`src/rtl/fp_data.sv`:
```
`default_nettype none
// ============================================================================
// Module   : fp_data
// Purpose  : Registered fixed-point format converter. Carries one signed
//            sample from Q(IN_W,IN_F) to Q(W,F) with binary-point alignment,
//            round-half-up on right shifts, and saturation to the output range.
// Revision : 1.0  initial release
// ----------------------------------------------------------------------------
// Ports
//   clk        in   1     rising-edge clock
//   rst        in   1     asynchronous reset, active low (asserted when 0)
//   din        in   IN_W  signed input sample
//   din_valid  in   1     din qualifier
//   ovf_clr    in   1     clears ovf_sticky (a same-cycle saturation wins)
//   dout       out  W     signed aligned output sample
//   dout_valid out  1     din_valid delayed by one clock
//   ovf        out  1     current dout was saturated
//   ovf_sticky out  1     saturation seen since reset or last clear
// ============================================================================
module fp_data #(
  parameter int IN_W = 16,
  parameter int IN_F = 15,
  parameter int W    = 16,
  parameter int F    = 15
) (
  input  logic            clk,
  input  logic            rst,
  input  logic [IN_W-1:0] din,
  input  logic            din_valid,
  input  logic            ovf_clr,
  output logic [W-1:0]    dout,
  output logic            dout_valid,
  output logic            ovf,
  output logic            ovf_sticky
);

  localparam int SHIFT = F - IN_F;
  localparam int ASH   = (SHIFT < 0) ? -SHIFT : SHIFT;
  // One guard bit above the shifted range keeps the rounding add from wrapping.
  localparam int IW    = IN_W + ASH + 1;

  if (IN_W < 1 || IN_W > 64 || W < 1 || W > 64 ||
      IN_F < 0 || IN_F >= IN_W || F < 0 || F >= W) begin : g_param_check
    $fatal(1, "fp_data: illegal parameter combination");
  end

  logic signed [IW-1:0] ext;
  logic signed [IW-1:0] value;
  logic        [W-1:0]  sat_val;
  logic                 sat;

  assign ext = IW'(signed'(din));

  if (SHIFT >= 0) begin : g_left
    assign value = ext <<< ASH;
  end else begin : g_right
    localparam logic signed [IW-1:0] HALF = IW'(1) << (ASH - 1);
    // Adding half an output LSB before the arithmetic shift rounds ties up.
    assign value = (ext + HALF) >>> ASH;
  end

  if (IW > W) begin : g_sat
    localparam logic [W-1:0] MINV = W'(1) << (W - 1);
    localparam logic [W-1:0] MAXV = ~MINV;
    logic [IW-W:0] top;
    // The value fits iff every bit from the output sign bit upward agrees.
    assign top     = value[IW-1:W-1];
    assign sat     = !((&top) || !(|top));
    assign sat_val = sat ? (value[IW-1] ? MINV : MAXV) : value[W-1:0];
  end else begin : g_fit
    assign sat     = 1'b0;
    assign sat_val = W'(value);
  end

  always_ff @(posedge clk or negedge rst) begin
    if (!rst) begin
      dout       <= '0;
      dout_valid <= 1'b0;
      ovf        <= 1'b0;
      ovf_sticky <= 1'b0;
    end else begin
      dout_valid <= din_valid;
      if (din_valid) begin
        dout <= sat_val;
        ovf  <= sat;
      end
      if (din_valid && sat) begin
        ovf_sticky <= 1'b1;
      end else if (ovf_clr) begin
        ovf_sticky <= 1'b0;
      end
    end
  end

endmodule
`default_nettype wire

```
`config.mk`:
```
export PLATFORM = sky130hd
export DESIGN_NAME = fp_data
export DESIGN_NICKNAME = d
export VERILOG_FILES = /design/src/rtl/fp_data.sv
export SDC_FILE = /design/constraint.sdc
export NUM_CORES = 1
export LEC_CHECK = 0
export CORE_MARGIN = 5
export CORE_UTILIZATION = 39
export CTS_CLUSTER_DIAMETER = 50
export DETAILED_ROUTE_END_ITERATION = 10
export GPL_ROUTABILITY_DRIVEN = 0
export PLACE_DENSITY = 0.88
export SKIP_CTS_REPAIR_TIMING = 1
export SYNTH_ARGS = -nofsm -noshare
export SYNTH_HDL_FRONTEND = slang
export SYNTH_SLANG_ARGS = --single-unit
```
`constraint.sdc`:
```
create_clock -name clk -period 2.15 [get_ports clk]
set_clock_uncertainty 0.05 [all_clocks]
set_input_delay 0.3225 -clock clk [delete_from_list [all_inputs] [get_ports clk]]
set_output_delay 0.3225 -clock clk [all_outputs]
set_load 0.1 [all_outputs]
```
Word level (Yosys, flattened, before mapping):

Index checks and enable logic that the tools add are counted.

* register bits: 17
* output and inout port bits: 19
* input port bits: 20
* word-level logic and storage cells: 2

Depth between registers and ports, before layout:

Gate-level depths: netlist (run 1).

* depth in word-level cells: 0
* mapped depth: 3
* depth with buffers taken out: 1

Worst setup path before layout (run 1):

Ideal clock, no wire load.

* path kind: reg-to-reg
* start point: register dout[10] (netlist name)
* end point: register dout[10]
* period minus slack after synthesis: 1.308 ns
* slack: 0.842 ns
* library setup time: 0.126 ns
* stages on the path, launching flop included: 2
* data required time: 1.974 ns
* arrival time: 1.132 ns
* buffers on the path: 0
* path through: dfrtp_1 -> mux2_4

RTL lines
* end signal, assigned: line 84 `dout <= sat_val;`
* end, declared: line 31 `output logic [W-1:0] dout,`

Worst setup path after layout (run 1):

* start point: register dout[9]
* end point: output port dout[9]

No word-level cell between the ends.

==> results.md, run 1 <==
* First-pass GRT wire length at 2290 µm
* Slew headroom at 0.508
* Fill count at 141
* Synthesized area per cell at 18.2 µm²
* Core Region at 1710 µm²
* Max_cap viols at 0
* Grt ovf at 0
* Fin util at 0.599
* R2R Path End: dout[9]$_DFFE_PN0P_
* Final WL at 1380 µm
* Worst Tran Pin Value at 0.735 ns
* All-layer global routing usage at 0.119
* Logic pwr share at 0.424
* R2r startpoint: dout[9]$_DFFE_PN0P_
* Die span in y at 52.2 µm
* Sequential power share at 0.396
* Met1 Use GR at 0.118
* Mapped Area at 693 µm²
* Synth cell types at 7
* Number of port buffers at 35
* IO Count at 39
* Min Tclk post-route at 1.33 ns
* Design Area, Final at 1020 µm²
* First drt pass iteration count at 2
* Critical Path Max Stage Delay at 0.37 ns
* Starting DRT DRC Count at 1
* WS Path Type: reg2out
* Area occupied by multi-input gates at 225 µm²
* WL/cell at 13.8 µm
* Final Cycle Share at 0.619
* Achievable Freq at 751 MHz
* Sequential area share after synthesis at 0.614
* Global-route met2 utilization at 0.203
* Hold slack at 0.413 ns
* Layout cells sized above 1 at 0.493
* #FFs+latches synth at 17
* Worst-path clk slew at 0.09 ns
* CP endpoint kind: output pin
* Final cell count without fillers at 100
* Antenna cells at 0
* Slowest stage cell, crit path: dfrtp_1
* CP bufs+invs at 1
* Die area at 2720 µm²
* Area grow syn2layout at 47.7%
* Post-DRT Antenna Nets at 0
* Crit path depth at 1
* Initial antenna violation count at 0
* RSZ-0062 raised after global routing: no
* Final HPWL DP at 1080 µm
* Met3 Use GR at 0.0831
* Register area at 425 µm²
* Crit-path cells: buf_4
* HP Class: in2async
* Cell family with most CP delay: flip-flops
* PD cells at 907 nW/µm²
* Outcome: finished clean
* CTS tree: yes
* Largest net degree at the start of global routing at 18
* Routed vias/inst at 4.43
* Net Sw Frac at 0.430
* Max Root-Sink Buffers at 2
* Die width at 52.2 µm
* Via count at 443
* Max FO, Critical Path at 2
* Clk_lat worst skew at 0.28 ns
* Switch Pwr at 399 µW
* CTS Buf Count at 3
* Setup violators final at 0
* Clock power frac at 0.180
* Layer with the highest usage: met2
* CTS root buffer: clkbuf_4
* Max Transition Viols Final at 0
* Post-route DRC at 0
* Register-to-Register Path Depth at 1
* H-tree Lvls at 1
* Ys Warns at 0
* Number of global-route vias before repair at 528
* Dpl cell area at 997 µm²
* WP data required at 1.78 ns
* Placed cells at 96
* Nets@finish at 96
* FP Rows at 15
* Crit path DAT at 0.96 ns
* Worst vdd ir at 470 µV
* Sink Count at 17
* Worst reg2reg setup slack at 1.32 ns
* Initial Utilization at 0.406
* Final TNS setup at 0 ns
* Hold Vio Cnt, Final at 0
* P_leak at 0.000483 µW
* CP Launch Type: register
* Int Power at 529 µW
* Synthesized instance count at 38
## metrics by stage
step                      power (µW)  worst slack [ns]
after detailed placement         771             0.542
after floorplan                  675             0.842
after CTS                        944             0.798
after global placement           766             0.562
final                            928             0.819
after global routing             973             0.752
## placed cells by master, fill, tap and decap left out
cell and n:
clkdlybuf4s50_1 18, conb_1 2, clkbuf_1 1, buf_4 18
dfrtp_1 17, clkbuf_4 3, mux2_2 6, mux2_4 10
## synth_stat cells
| master | n | share of area |
|---|---|---|
| mux2_4 | 10 | 0.22 |
| dfrtp_1 | 17 | 0.61 |
| conb_1 | 1 | 0.0054 |
| buf_12 | 1 | 0.029 |
| buf_6 | 1 | 0.016 |
| mux2_2 | 6 | 0.097 |
| buf_4 | 2 | 0.022 |
## how the worst max path moves through the flow
stage	startpoint	endpoint
floorplan	dout[10]$_DFFE_PN0P_	dout[10]$_DFFE_PN0P_
detailed placement	din_valid	dout[13]$_DFFE_PN0P_
global route	dout[3]$_DFFE_PN0P_	dout[3]
CTS	dout[3]$_DFFE_PN0P_	dout[3]
global placement	din_valid	dout[3]$_DFFE_PN0P_
finish	dout[9]$_DFFE_PN0P_	dout[9]
## cell families after synthesis
kind of cell	share of synthesized area
mux	0.314
other cells	0.00541
flops	0.614
buf+inv	0.0668
## layer usage
metal  vias up  wire length, µm
met2        25              711
met5         -                0
met3         2              162
met1       218              501
li1        198                -
met4         0                9
## state kept, by name (all words and copies together) (netlist names)
signal and cells:
dout 16, dout_valid 1
## final cells by class
class	instances	area share
tap	25	0.0306
clock buffer	4	0.0257
timing repair buffer	36	0.308
sequential	17	0.416
multi-input combinational	18	0.220
## power by group through the flow
stage	logic (µW)	clock network, µW	registers [µW]
6_report	394	167	367
5_1_grt	405	195	373
4_1_cts	397	179	369
3_5_place_dp	397	0	374
3_3_place_gp	394	0	372
2_1_floorplan	72.8	0	603
(Power assumes the default switching activity.)
==> run 2: changes to the inputs <==
Settings changed: CORE_UTILIZATION 39 to 36, PLACE_DENSITY 0.88 to 0.83.
Clock period 2.15 ns to 1.3 ns, I/O delays scaled along.
==> results.md, run 2 (synthesis results as in run 1) <==
* WS Path Type: reg2out (unchanged)
* Top reg by flops: dout (unchanged)
* Overall power at 1710 µW (was 928 µW)
* Fill count at 121 (was 141)
* Nets@finish at 97 (was 96)
* Area grow syn2layout at 84.3% (was 47.7%)
* P_leak at 0.000557 µW (was 0.000483 µW)
* CTS root buffer: clkbuf_4 (unchanged)
* Outcome: finished clean (unchanged)
* Design Area, Final at 1280 µm² (was 1020 µm²)
* Top flop regs: dout x16, dout_valid x1 (unchanged)
* CP Launch Type: register (unchanged)
* Cell family with most CP delay: flip-flops (unchanged)
* Hold slack at 0.182 ns (was 0.413 ns)
* Final Cycle Share at 0.874
* All-layer global routing usage at 0.126 (was 0.119)
* H-tree Lvls at 1 (unchanged)
* Number of global-route vias before repair at 512 (was 528)
* Sink Count at 17 (unchanged)
* Achievable Freq at 880 MHz
* Final WL at 1520 µm (was 1380 µm)
* IO Count at 39 (unchanged)
* Crit path DAT at 0.89 ns (was 0.96 ns)
* Starting DRT DRC Count at 0 (was 1)
* Largest net degree at the start of global routing at 18 (unchanged)
* Die width at 53.9 µm (was 52.2 µm)
* WP data required at 1.05 ns (was 1.78 ns)
* First drt pass iteration count at 1 (was 2)
* Max Root-Sink Buffers at 2 (unchanged)
* CP endpoint kind: output pin (unchanged)
* Final TNS setup at 0 ns (unchanged)
* Min Tclk post-route at 1.14 ns
* Max FO, Critical Path at 2 (unchanged)
* Worst-path clk slew at 0.10 ns (was 0.09 ns)
* Crit-path cells: buf_12 (was buf_4)
* Clk_lat worst skew at 0.28 ns (about the same)
* Layout cells sized above 1 at 0.724 (was 0.493)
* Slowest stage cell, crit path: dfrtp_2 (was dfrtp_1)
* Hold Vio Cnt, Final at 0 (unchanged)
* HP Class: in2async (unchanged)
* Max_cap viols at 0 (unchanged)
* Number of flip-flops in the largest register at 16 (unchanged)
* PD cells at 1340 nW/µm² (was 907 nW/µm²)
* CTS tree: yes (unchanged)
* CP bufs+invs at 1 (unchanged)
* First-pass GRT wire length at 2520 µm (was 2290 µm)
* Worst vdd ir at 738 µV (was 470 µV)
* Most frequent cells in the layout: clkdlybuf4s50_1, buf_12, dfrtp_2, mux2_4, mux2_2 (was clkdlybuf4s50_1, buf_4, dfrtp_1, mux2_4, mux2_2)
* Post-route DRC at 0 (unchanged)
* Die span in y at 53.9 µm (was 52.2 µm)
* Dpl cell area at 1250 µm² (was 997 µm²)
* Initial antenna violation count at 0 (unchanged)
* FP Rows at 15 (unchanged)
* CTS Buf Count at 3 (unchanged)
* Via count at 438 (was 443)
* Antenna cells at 0 (unchanged)
* Core Region at 1780 µm² (was 1710 µm²)
* Grt ovf at 0 (unchanged)
* Max Transition Viols Final at 0 (unchanged)
* Number of port buffers at 35 (unchanged)
* Fin util at 0.716 (was 0.599)
* Setup violators final at 0 (unchanged)
* RSZ-0062 raised after global routing: no (unchanged)
* Routed vias/inst at 4.34 (was 4.43)
* Critical Path Max Stage Delay at 0.44 ns (was 0.37 ns)
* WL/cell at 15.1 µm (was 13.8 µm)
* Post-DRT Antenna Nets at 0 (unchanged)
* Die area at 2900 µm² (was 2720 µm²)
* Initial Utilization at 0.389 (was 0.406)
==> run 2: cell count changes in the layout (fill, tap and decap cells not counted), sizes merged <==
cell,delta
buf,+1
clkinv,+1
clkbuf,-1
==> run 2: path summary, 6_finish.rpt <==
path	startpoint	endpoint	slack, ns	depth (start not counted)
setup reg to reg	dout[5]$_DFFE_PN0P_	dout[5]$_DFFE_PN0P_	0.43	1
min in group clk	din[1]	dout[1]$_DFFE_PN0P_	0.47	2
setup / recovery	dout[7]$_DFFE_PN0P_	dout[7]	0.16	1
max in group asynchronous	rst	dout[3]$_DFFE_PN0P_	0.81	2
hold reg to reg	dout[3]$_DFFE_PN0P_	dout[3]$_DFFE_PN0P_	0.51	1
hold / removal	rst	dout[9]$_DFFE_PN0P_	0.18	2
==> run 2: layout make-up <==
class                   count  area (µm²)  area share
repair buffers             37         548       0.429
well taps                  25        31.3      0.0245
flip-flops and latches     17         445       0.349
clock inverters             1        5.00     0.00392
clock buffers               3        22.5      0.0176
multi-input cells          18         225       0.176
==> run 2: power by group <==
| part | internal [µW] | switching [µW] |
|---|---|---|
| registers | 590 | 55.7 |
| logic | 316 | 482 |
| clock network | 114 | 154 |
==> run 2: per-layer routing <==
| metal | wire [µm] | track usage | vias up |
|---|---|---|---|
| met1 | 593 | 0.148 | 218 |
| met4 | 0 | 0.0511 | 0 |
| met5 | 0 | 0 | - |
| li1 | - | - | 200 |
| met3 | 162 | 0.0443 | 0 |
| met2 | 766 | 0.208 | 20 |
==> run 2: through the flow <==
stage | instances | setup slack (ns)
floorplan | 39 | 0.172
global placement | 97 | -0.0977
detailed placement | 97 | -0.107
CTS | 101 | 0.151
global route | 101 | 0.122
finish | 101 | 0.164
==> run 3: changes to the inputs <==
Settings changed: MAX_ROUTING_LAYER from default to met4, SETUP_SLACK_MARGIN from default to 0.5.
==> results.md, run 3 (synthesis results as in run 1) <==
* CTS tree: yes (unchanged)
* HP Class: in2async (unchanged)
* CP endpoint kind: output pin (unchanged)
* First-pass GRT wire length at 2300 µm (was 2520 µm)
* Nets@finish at 100 (was 97)
* R2r startpoint: dout[9]$_DFFE_PN0P_ (was dout[5]$_DFFE_PN0P_)
* Area grow syn2layout at 93.1% (was 84.3%)
* Worst reg2reg setup slack at 0.25 ns (was 0.43 ns)
* Cell family with most CP delay: flip-flops (unchanged)
* Number of port buffers at 35 (unchanged)
* Final WL at 1620 µm (was 1520 µm)
* Max FO, Critical Path at 2 (unchanged)
* Initial antenna violation count at 0 (unchanged)
* Starting DRT DRC Count at 2 (was 0)
* Achievable Freq at 814 MHz (was 880 MHz)
* Layout cells sized above 1 at 0.747 (was 0.724)
* Worst-path clk slew at 0.10 ns (about the same)
* Post-DRT Antenna Nets at 0 (unchanged)
* CP bufs+invs at 1 (unchanged)
* Grt ovf at 0 (unchanged)
* P_leak at 0.000578 µW (was 0.000557 µW)
* Slowest stage cell, crit path: dfrtp_4 (was dfrtp_2)
* Max Transition Viols Final at 0 (unchanged)
* Setup violators final at 0 (unchanged)
* Number of global-route vias before repair at 463 (was 512)
* Post-route DRC at 0 (unchanged)
* Outcome: finished clean (unchanged)
* Hold Vio Cnt, Final at 0 (unchanged)
* Final Cycle Share at 0.945 (was 0.874)
* Top flop regs: dout x16, dout_valid x1 (unchanged)
* Sink Count at 17 (unchanged)
* FP Rows at 15 (unchanged)
* Via count at 469 (was 438)
* First drt pass iteration count at 2 (was 1)
* Min Tclk post-route at 1.23 ns (was 1.14 ns)
* Initial Utilization at 0.389 (unchanged)
* CTS Buf Count at 3 (unchanged)
* All-layer global routing usage at 0.122 (was 0.126)
* Fin util at 0.751 (was 0.716)
* Crit-path cells: buf_12 (unchanged)
* Final HPWL DP at 1230 µm
* Die width at 53.9 µm (unchanged)
* Critical Path Max Stage Delay at 0.51 ns (was 0.44 ns)
* Routed vias/inst at 4.51 (was 4.34)
* WS Path Type: reg2out (unchanged)
* Antenna cells at 0 (unchanged)
* Die area at 2900 µm² (unchanged)
* Max Root-Sink Buffers at 2 (unchanged)
* H-tree Lvls at 1 (unchanged)
* CTS root buffer: clkbuf_4 (unchanged)
* CP Launch Type: register (unchanged)
* PD cells at 1320 nW/µm² (was 1340 nW/µm²)
* CP Launch Point: dout[9]$_DFFE_PN0P_ (was dout[7]$_DFFE_PN0P_)
* RSZ-0062 raised after global routing: yes (was no)
* Top reg by flops: dout (unchanged)
* Largest net degree at the start of global routing at 18 (unchanged)
* Crit path DAT at 0.98 ns (was 0.89 ns)
* Most frequent cells in the layout: dfrtp_4, clkdlybuf4s50_1, buf_12, mux2_4, mux2_2 (was clkdlybuf4s50_1, buf_12, dfrtp_2, mux2_4, mux2_2)
* Die span in y at 53.9 µm (unchanged)
* WL/cell at 15.6 µm (was 15.1 µm)
* IO Count at 39 (unchanged)
* Final TNS setup at 0 ns (unchanged)
* Number of flip-flops in the largest register at 16 (unchanged)
* WP data required at 1.05 ns (about the same)
* Max_cap viols at 0 (unchanged)
* Clk_lat worst skew at 0.29 ns (was 0.28 ns)
* Worst vdd ir at 845 µV (was 738 µV)
* Core Region at 1780 µm² (unchanged)
[run 3: layout make-up]
| cell class | count | area [µm²] |
|---|---|---|
| fill | 103 | 444 |
| tap | 25 | 31.3 |
| multi-input combinational | 18 | 225 |
| clock buffer | 3 | 22.5 |
| sequential | 17 | 489 |
| timing repair buffer | 40 | 566 |
| clock inverter | 1 | 5.00 |
[run 3: power breakdown]
group	total (µW)	switching, µW	internal [µW]
sequential	672	58.0	614
clock	287	173	115
combinational	804	483	321
[run 3: worst register-to-register path, stage by stage, from the launching register on]
cell	delay [ns]
dfrtp_4	0.51
buf_6	0.12
mux2_4	0.26
[run 3: routing by layer]
layer | part of all wire | GRT usage | vias up | wire, µm
met5 | 0 | - | - | 0
met4 | 0.029 | 0.0894 | 0 | 47
met3 | 0.074 | 0.0222 | 7 | 120
met2 | 0.52 | 0.192 | 23 | 842
met1 | 0.38 | 0.138 | 235 | 613
li1 | - | - | 204 | -
[run 3: final timing paths]
kind                                        endpoint  depth (start not counted)
max in group asynchronous       dout[13]$_DFFE_PN0P_                          2
min in group clk                dout_valid$_DFF_PN0_                          2
worst min-delay path             dout[4]$_DFFE_PN0P_                          2
worst max-delay path                         dout[9]                          1
worst max register to register   dout[9]$_DFFE_PN0P_                          2
worst min register to register   dout[0]$_DFFE_PN0P_                          1
[run 3: metrics by stage]
step	setup slack, ns	cell area (µm²)	hold WS, ns	instances	power (µW)
floorplan	0.223	761	-0.151	39	1160
global placement	-0.0831	1290	0.489	98	1470
detailed placement	-0.0877	1290	0.509	98	1480
CTS	0.0652	1320	0.186	102	1770
global route	0.0455	1340	0.201	104	1820
finish	0.0721	1340	0.179	104	1760
